**src/rtl/shiftregister_serial_tx_if.sv**
```systemverilog
// Load handshake, shift control and serial/framing outputs of the serial transmitter.
// master = word source / shift controller, slave = transmitter.
interface shiftregister_serial_tx_if #(
    parameter int WIDTH = 5
);
    logic             loadValid;
    logic [WIDTH-1:0] loadData;
    logic             shiftEnable;
    logic             loadReady;
    logic             serialOut;
    logic             serialValid;
    logic             busy;
    logic             frameDone;

    modport master (
        output loadValid, loadData, shiftEnable,
        input  loadReady, serialOut, serialValid, busy, frameDone
    );

    modport slave (
        input  loadValid, loadData, shiftEnable,
        output loadReady, serialOut, serialValid, busy, frameDone
    );
endinterface

```
**src/rtl/shiftregister_serial_tx.sv**
```systemverilog
// Parallel-in/serial-out transmitter, MSB first: first bit the cycle after load, frameDone the cycle after the last bit.
// Backpressure: shiftEnable=0 freezes the frame; loadReady only in IDLE or on an enabled last-bit cycle.
module shiftregister_serial_tx #(
    parameter int WIDTH = 5
) (
    input logic                      clockpulse,
    input logic                      clear,
    shiftregister_serial_tx_if.slave bus
);
    localparam int CW = $clog2(WIDTH);
    localparam logic [CW-1:0] LAST_IDX = CW'(WIDTH - 1);

    localparam logic [0:0] S_IDLE  = 1'b0;
    localparam logic [0:0] S_SHIFT = 1'b1;

    logic [0:0]       r_state;
    logic [WIDTH-1:0] r_shreg;
    logic [CW-1:0]    r_bit_count;
    logic             r_frame_done;

    logic w_shifting;
    logic w_last;
    logic w_ready;
    logic w_accept;

    assign w_shifting = (r_state == S_SHIFT);
    // Last enabled bit cycle: the next word may be taken here so frames run back-to-back.
    assign w_last     = w_shifting && (r_bit_count == '0) && bus.shiftEnable;
    assign w_ready    = clear && ((r_state == S_IDLE) || w_last);
    assign w_accept   = bus.loadValid && w_ready;

    always_ff @(posedge clockpulse or negedge clear) begin
        if (!clear) begin
            r_state      <= S_IDLE;
            r_shreg      <= '0;
            r_bit_count  <= '0;
            r_frame_done <= 1'b0;
        end else begin
            r_frame_done <= 1'b0;
            if (r_state == S_IDLE) begin
                if (w_accept) begin
                    r_shreg     <= bus.loadData;
                    r_bit_count <= LAST_IDX;
                    r_state     <= S_SHIFT;
                end
            end else if (bus.shiftEnable) begin
                if (r_bit_count != '0) begin
                    r_shreg     <= {r_shreg[WIDTH-2:0], 1'b0};
                    r_bit_count <= r_bit_count - CW'(1);
                end else begin
                    r_frame_done <= 1'b1;
                    if (w_accept) begin
                        r_shreg     <= bus.loadData;
                        r_bit_count <= LAST_IDX;
                    end else begin
                        r_state <= S_IDLE;
                        r_shreg <= '0;
                    end
                end
            end
        end
    end

    assign bus.loadReady   = w_ready;
    assign bus.serialOut   = w_shifting && r_shreg[WIDTH-1];
    assign bus.serialValid = w_shifting;
    assign bus.busy        = w_shifting;
    assign bus.frameDone   = r_frame_done;
endmodule

```
**src/flat_wrapper.sv**
```systemverilog
// flat-port wrapper written by rule: the top's interface ports become plain ports
module shiftregister_serial_tx_flat 
#(
    parameter int WIDTH = 5
)
  (clockpulse, clear, bus_loadValid, bus_loadData, bus_shiftEnable, bus_loadReady, bus_serialOut, bus_serialValid, bus_busy, bus_frameDone);
  shiftregister_serial_tx_if #(.WIDTH(WIDTH)) bus_i ();
  input logic clockpulse;
  input logic clear;
  input wire logic [$bits(bus_i.loadValid)-1:0] bus_loadValid;
  input wire logic [$bits(bus_i.loadData)-1:0] bus_loadData;
  input wire logic [$bits(bus_i.shiftEnable)-1:0] bus_shiftEnable;
  output wire logic [$bits(bus_i.loadReady)-1:0] bus_loadReady;
  output wire logic [$bits(bus_i.serialOut)-1:0] bus_serialOut;
  output wire logic [$bits(bus_i.serialValid)-1:0] bus_serialValid;
  output wire logic [$bits(bus_i.busy)-1:0] bus_busy;
  output wire logic [$bits(bus_i.frameDone)-1:0] bus_frameDone;
  assign bus_i.loadValid = bus_loadValid;
  assign bus_i.loadData = bus_loadData;
  assign bus_i.shiftEnable = bus_shiftEnable;
  assign bus_loadReady = bus_i.loadReady;
  assign bus_serialOut = bus_i.serialOut;
  assign bus_serialValid = bus_i.serialValid;
  assign bus_busy = bus_i.busy;
  assign bus_frameDone = bus_i.frameDone;
  shiftregister_serial_tx #(.WIDTH(WIDTH)) u_core (.clockpulse(clockpulse), .clear(clear), .bus(bus_i));
endmodule
```
**config.mk**
```make
export PLATFORM = sky130hd
export DESIGN_NAME = shiftregister_serial_tx_flat
export DESIGN_NICKNAME = d
export VERILOG_FILES = /design/src/rtl/shiftregister_serial_tx_if.sv /design/src/rtl/shiftregister_serial_tx.sv /design/src/flat_wrapper.sv
export SDC_FILE = /design/constraint.sdc
export NUM_CORES = 1
export LEC_CHECK = 0
export CAP_MARGIN = 15
export CORE_UTILIZATION = 30
export DETAILED_ROUTE_END_ITERATION = 10
export SETUP_SLACK_MARGIN = 0.1
export SLEW_MARGIN = 20
export SYNTH_ARGS = -nofsm -noshare
export SYNTH_HDL_FRONTEND = slang
export SYNTH_SLANG_ARGS = --single-unit
```
**constraint.sdc**
```tcl
create_clock -name clockpulse -period 3.9 [get_ports clockpulse]
set_clock_uncertainty 0.1 [all_clocks]
set_input_delay 0.78 -clock clockpulse [delete_from_list [all_inputs] [get_ports clockpulse]]
set_output_delay 0.78 -clock clockpulse [all_outputs]
set_load 0.02 [all_outputs]
```
==> qor.yml, run 1 <==
pwr:
  swShare_pct: 36.5
  ir_drop_mv: 0.260
  seq_power_share_pct: 35.8
  p_leak_uw: 0.000341
  power_frac_comb_pct: 45.8
  switching_power_uw: 189
  p_int_uw: 329
  pwr-share-clk_pct: 18.5
  p_per_area_mw_per_mm2: 682
critical_path:
  critPathLaunchType: "input pin"
  cp_data_arrival_time_ns: 2.45
  end_kind: "primary output"
  critPathMaxFanout: 9
  worst_ep_required_time_ns: 3.02
  worst-setup-path-type: "input pin to primary output"
timing:
  post-route-min-period_ns: 3.33
  rsz0062_at_grt: "false"
  max_freq_mhz: 300
  drv_slew: 0
  setup_ws_ns: 0.570
  finalSetupTns_ns: 0
  fin_crit_sh_pct: 85.4
  finalSetupViolCount: 0
  finalHoldViolCount: 0
  relSlewSlack_pct: 69.5
  tightest_slew_ns: 0.457
global_route:
  first_global_vias: 479
  grt.overflow.total: 0
  grt_usage_pct: 14.7
  antenna_found_initial: 0
  grt_start_max_net_pins: 16
  grt_pass1_wl_mm: 2.08
routing:
  vias: 473
  via_per_inst: 4.98
  dr.pass1.iters: 3
  ant_nets: 0
  dr.first_iter.drc_count: 10
  wl_per_cell_um: 12.5
  totalWireLength_mm: 1.18
  drc: 0
floorplanning:
  fp.dieH_um: 45.8
  die_x_um: 45.8
  dieArea_sq_mm: 0.00209
  start_util_pct: 32.6
  top_level_ports: 14
  rows: 15
  fp.coreArea_sq_mm: 0.00176
clock_network:
  htree_levels: 1
  cts_resized: 0
  worstSkewPairLatency_ns: 0.27
  post_cts_buffers: 0
  cts_hold_buffers: 0
  cts_made_buffers: 3
  cts_tree: "yes"
  cts.sink_count: 10
  clockBufferDepth: 2
  clk_pin_slew_ns: 0.07
  root_buffer: "clkbuf_4"
logic_synthesis:
  synth_most_common_cell: "dfrtp_1"
  synth_area_leader_cell: "dfrtp_1"
  ys_seq_area_share_pct: 43.6
  synthCells: 54
  synth.avg_cell_area_sq_um: 10.6
  syn_nets: 65
  synth_top_cell_area_share_pct: 43.6
  ys_types: 26
  ys_warn_count: 0
  synth_flop_cell: "dfrtp_1"
  async_reset_ff_share_pct: 100
  synthTopCellsByCount: "dfrtp_1 (10), a221o_1 (4), and3_1 (4)"
  netlist_area_sq_um: 574
  synth-edff-count: 0
  yosys_register_bits: 10
  synth.area.top_cells: "dfrtp_1 (44%), a221o_1 (7.0%), and3_1 (4.4%), ha_1 (4.4%), a22o_2 (3.5%)"
place:
  numPortBuffers: 13
  place_ws_ns: 0.612
  hpwl_um: 873
  gp_congestion: 0.713
final_layout:
  final_util_pct: 43.1
  diodes: 0
  fin_nets: 82
  area_growth_syn_to_layout_pct: 32.5
  drive_gt1_share_pct: 17.1
min_path:
  hp-class: "register to register"
job:
  maxCapViolations: 0
run_status:
  status: "finished clean"
-- power by group through the flow --
stage | Clock, uW | Sequential [uW] | Combinational [uW]
after floorplan | 0 | 177 | 181
after global placement | 0 | 186 | 234
after detailed placement | 0 | 188 | 237
after CTS | 99.7 | 186 | 240
after global routing | 105 | 194 | 266
final | 95.7 | 186 | 238
-- per-layer routing --
metal	track usage, %	share of wire [%]
met2	22.9	47
met4	10.6	3.6
met3	3.57	3.8
met5	0	0
met1	17.6	46
-- cell families (layout without fill, tap and decap cells) --
| logic type | Yosys count | in the layout | synth area share [%] |
|---|---|---|---|
| buf+inv | 4 | 20 | 4.58 |
| fa+ha+maj | 2 | 2 | 4.36 |
| flops | 10 | 10 | 43.6 |
| simple gates | 22 | 22 | 23.1 |
| compound gates | 16 | 16 | 24.4 |
-- worst max-delay path, cell delays in order --
cell and delay, ns:
clkdlybuf4s50_1 0.63, nand3b_1 0.20, nand2_1 0.12, and2_1 0.12, clkdlybuf4s50_1 0.59
-- layout make-up --
type,count,area [sq um]
clock buffers,4,36.3
fillers,193,1000
inverters,2,7.51
multi-input cells,40,298
flip-flops and latches,10,250
well taps,25,31.3
repair buffers,14,138
-- worst paths after layout --
path	start	end	slack (ns)	cells past startpoint
setup / recovery	bus_shiftEnable	bus_loadReady	0.57	5
hold / removal	u_core.r_bit_count[1]	u_core.r_bit_count[1]	0.40	1
setup reg to reg	u_core.r_bit_count[0]	u_core.r_bit_count[0]	2.30	5
hold reg to reg	u_core.r_bit_count[1]	u_core.r_bit_count[1]	0.40	1
max in group asynchronous	clear	u_core.r_bit_count[1]	2.78	2
min in group asynchronous	clear	u_core.r_shreg[0]	0.77	2
-- state kept, by name, summed over array words and instances, names as in the netlist --
signal / cells
u_core.r_bit_count: 3
u_core.bus.busy: 1
u_core.r_shreg: 5
u_core.bus.frameDone: 1
-- placed cells by master, fill, tap and decap left out, types with 2 or more instances in the layout --
cell type | synthesis | final
clkdlybuf4s50_1 | 0 | 13
dfrtp_1 | 10 | 10
and3_1 | 4 | 4
a221o_1 | 4 | 4
nand2_1 | 3 | 3
nand2b_1 | 3 | 3
clkbuf_4 | 0 | 3
inv_1 | 2 | 2
nand3b_1 | 2 | 2
and2_1 | 2 | 2
nand2_2 | 2 | 2
or2b_1 | 2 | 2
a21boi_0 | 2 | 2
a22o_2 | 2 | 2
o21ai_0 | 2 | 2
ha_1 | 2 | 2
-- metrics by stage --
step           power, uW  instances  hold slack, ns  instance area [sq um]
2_1_floorplan        358         54           0.371                    574
3_3_place_gp         419         91           0.384                    724
3_5_place_dp         424         91           0.391                    724
4_1_cts              525         95           0.405                    761
5_1_grt              564         95           0.420                    761
6_report             519         95           0.402                    761
Power figures use the tool's default switching activity.
==> inputs of run 2 (changes only) <==
CORE_MARGIN = 10   (was default)
PLACE_DENSITY = 0.61   (was default)
==> qor.yml, run 2 (synthesized netlist as in run 1, its figures left out) <==
place:
  place_ws_ns: 0.600
  placed_cell_area_sq_um: 724
  gp_congestion: 0.712
  hpwl_um: 957
  numPortBuffers: 13
  place_inst: 91
final_layout:
  area_growth_syn_to_layout_pct: 30.1
  fin_cells: 94
  largest_reg_flops: 5
  diodes: 0
  fin_nets: 82
  drive_gt1_share_pct: 15.9
  largestRegisters: "u_core.r_shreg: 5 flops, u_core.r_bit_count: 3 flops"
  fin_area_sq_um: 747
  regMostFlops: "u_core.r_shreg"
  fill_cells: 184
  layout_common_cells: "clkdlybuf4s50_1 (13), dfrtp_1 (10), and3_1 (4), a221o_1 (4)"
  final_common_cell: "clkdlybuf4s50_1"
job:
  maxCapViolations: 0
timing:
  drv_slew: 0
  rsz0062_at_grt: "false"
  fin_crit_sh_pct: 84.5
  finalSetupViolCount: 0
  setup_ws_ns: 0.606
  finalHoldViolCount: 0
  post-route-min-period_ns: 3.29
  finalSetupTns_ns: 0
  max_freq_mhz: 304
  tightest_slew_ns: 0.465
  relSlewSlack_pct: 69.0
  hold_slack_ns: 0.402
pwr:
  p_per_area_mw_per_mm2: 651
  ir_drop_mv: 0.244
  p_leak_uw: 0.000333
routing:
  dr.first_iter.drc_count: 6
  via_per_inst: 4.87
  dr.pass1.iters: 3
  ant_nets: 0
  drc: 0
  wl_per_cell_um: 12.5
  vias: 458
  totalWireLength_mm: 1.17
clock_network:
  cts_resized: 0
  clockBufferDepth: 2
  cts_hold_buffers: 0
  cts_made_buffers: 3
  post_cts_buffers: 0
  htree_levels: 1
  root_buffer: "clkbuf_4"
  cts_tree: "yes"
  worstSkewPairLatency_ns: 0.25
  clk_pin_slew_ns: 0.05
  cts.sink_count: 10
floorplanning:
  die_x_um: 63.8
  dieArea_sq_mm: 0.00406
  top_level_ports: 14
  fp.dieH_um: 63.8
  fp.coreArea_sq_mm: 0.00176
  rows: 15
  start_util_pct: 32.6
global_route:
  grt.overflow.total: 0
  grt_usage_pct: 5.99
  busiest_layer: "met2"
  gr-usage-met1_pct: 7.06
  grt_use_met2_pct: 8.17
  first_global_vias: 428
  grt_pass1_wl_mm: 1.92
  grt.met3_usage_pct: 3.66
  grt_start_max_net_pins: 16
  antenna_found_initial: 0
min_path:
  hp-class: "register to register"
  worstHoldStart: "u_core.r_bit_count[1]"
critical_path:
  end_kind: "primary output"
  critPathLaunchType: "input pin"
  regToRegStartpoint: "u_core.r_bit_count[0]"
  worst_ep_required_time_ns: 3.02
  worst-setup-path-type: "input pin to primary output"
  critPathMaxFanout: 9
  cp_data_arrival_time_ns: 2.41
  crit_path_start: "bus_shiftEnable"
run_status:
  status: "finished clean"
==> run 2: changes by cell type in the layout (fill, tap and decap cells not counted), sizes merged <==
cell	before	now
clkbuf	4	3
==> run 2: per-stage QoR <==
stage | power [uW] | utilization, %
2_1_floorplan | 358 | -
3_3_place_gp | 421 | 41.1
3_5_place_dp | 426 | 41.1
4_1_cts | 494 | 42.3
5_1_grt | 532 | 42.3
6_report | 486 | 42.3
==> run 2: cell type report <==
| class | count | area [sq um] | share of cell area [%] |
|---|---|---|---|
| well taps | 25 | 31.3 | 4.19 |
| flip-flops and latches | 10 | 250 | 33.5 |
| repair buffers | 14 | 138 | 18.4 |
| clock buffers | 3 | 22.5 | 3.02 |
| multi-input cells | 40 | 298 | 39.9 |
| inverters | 2 | 7.51 | 1.01 |
==> run 2: worst paths after layout <==
path / endpoint / slack (ns) / cells past startpoint
max: bus_loadReady / 0.61 / 5
min: u_core.r_bit_count[1] / 0.40 / 1
max reg2reg: u_core.r_bit_count[0] / 2.34 / 5
min reg2reg: u_core.r_bit_count[1] / 0.40 / 1
max in group asynchronous: u_core.r_bit_count[1] / 2.79 / 2
min in group asynchronous: u_core.r_shreg[3] / 0.76 / 2
==> run 2: critical path, stage by stage <==
cell	delay, ns
clkdlybuf4s50_1	0.61
nand3b_1	0.18
nand2_1	0.12
and2_1	0.13
clkdlybuf4s50_1	0.60
==> run 2: where the power goes <==
group / switching [uW] / leakage (uW) / total (uW) / internal [uW]
Sequential: 40.3 / 0.000126 / 185 / 144
Combinational: 109 / 0.000194 / 237 / 129
Clock: 29.0 / 0.0000138 / 64.3 / 35.3
Total: 178 / 0.000333 / 486 / 308
==> run 2: routing by layer <==
layer / vias to the layer above / wire length [um]
li1: 230 / -
met1: 214 / 551
met4: 0 / 27
met5: - / 0
met2: 12 / 521
met3: 2 / 74
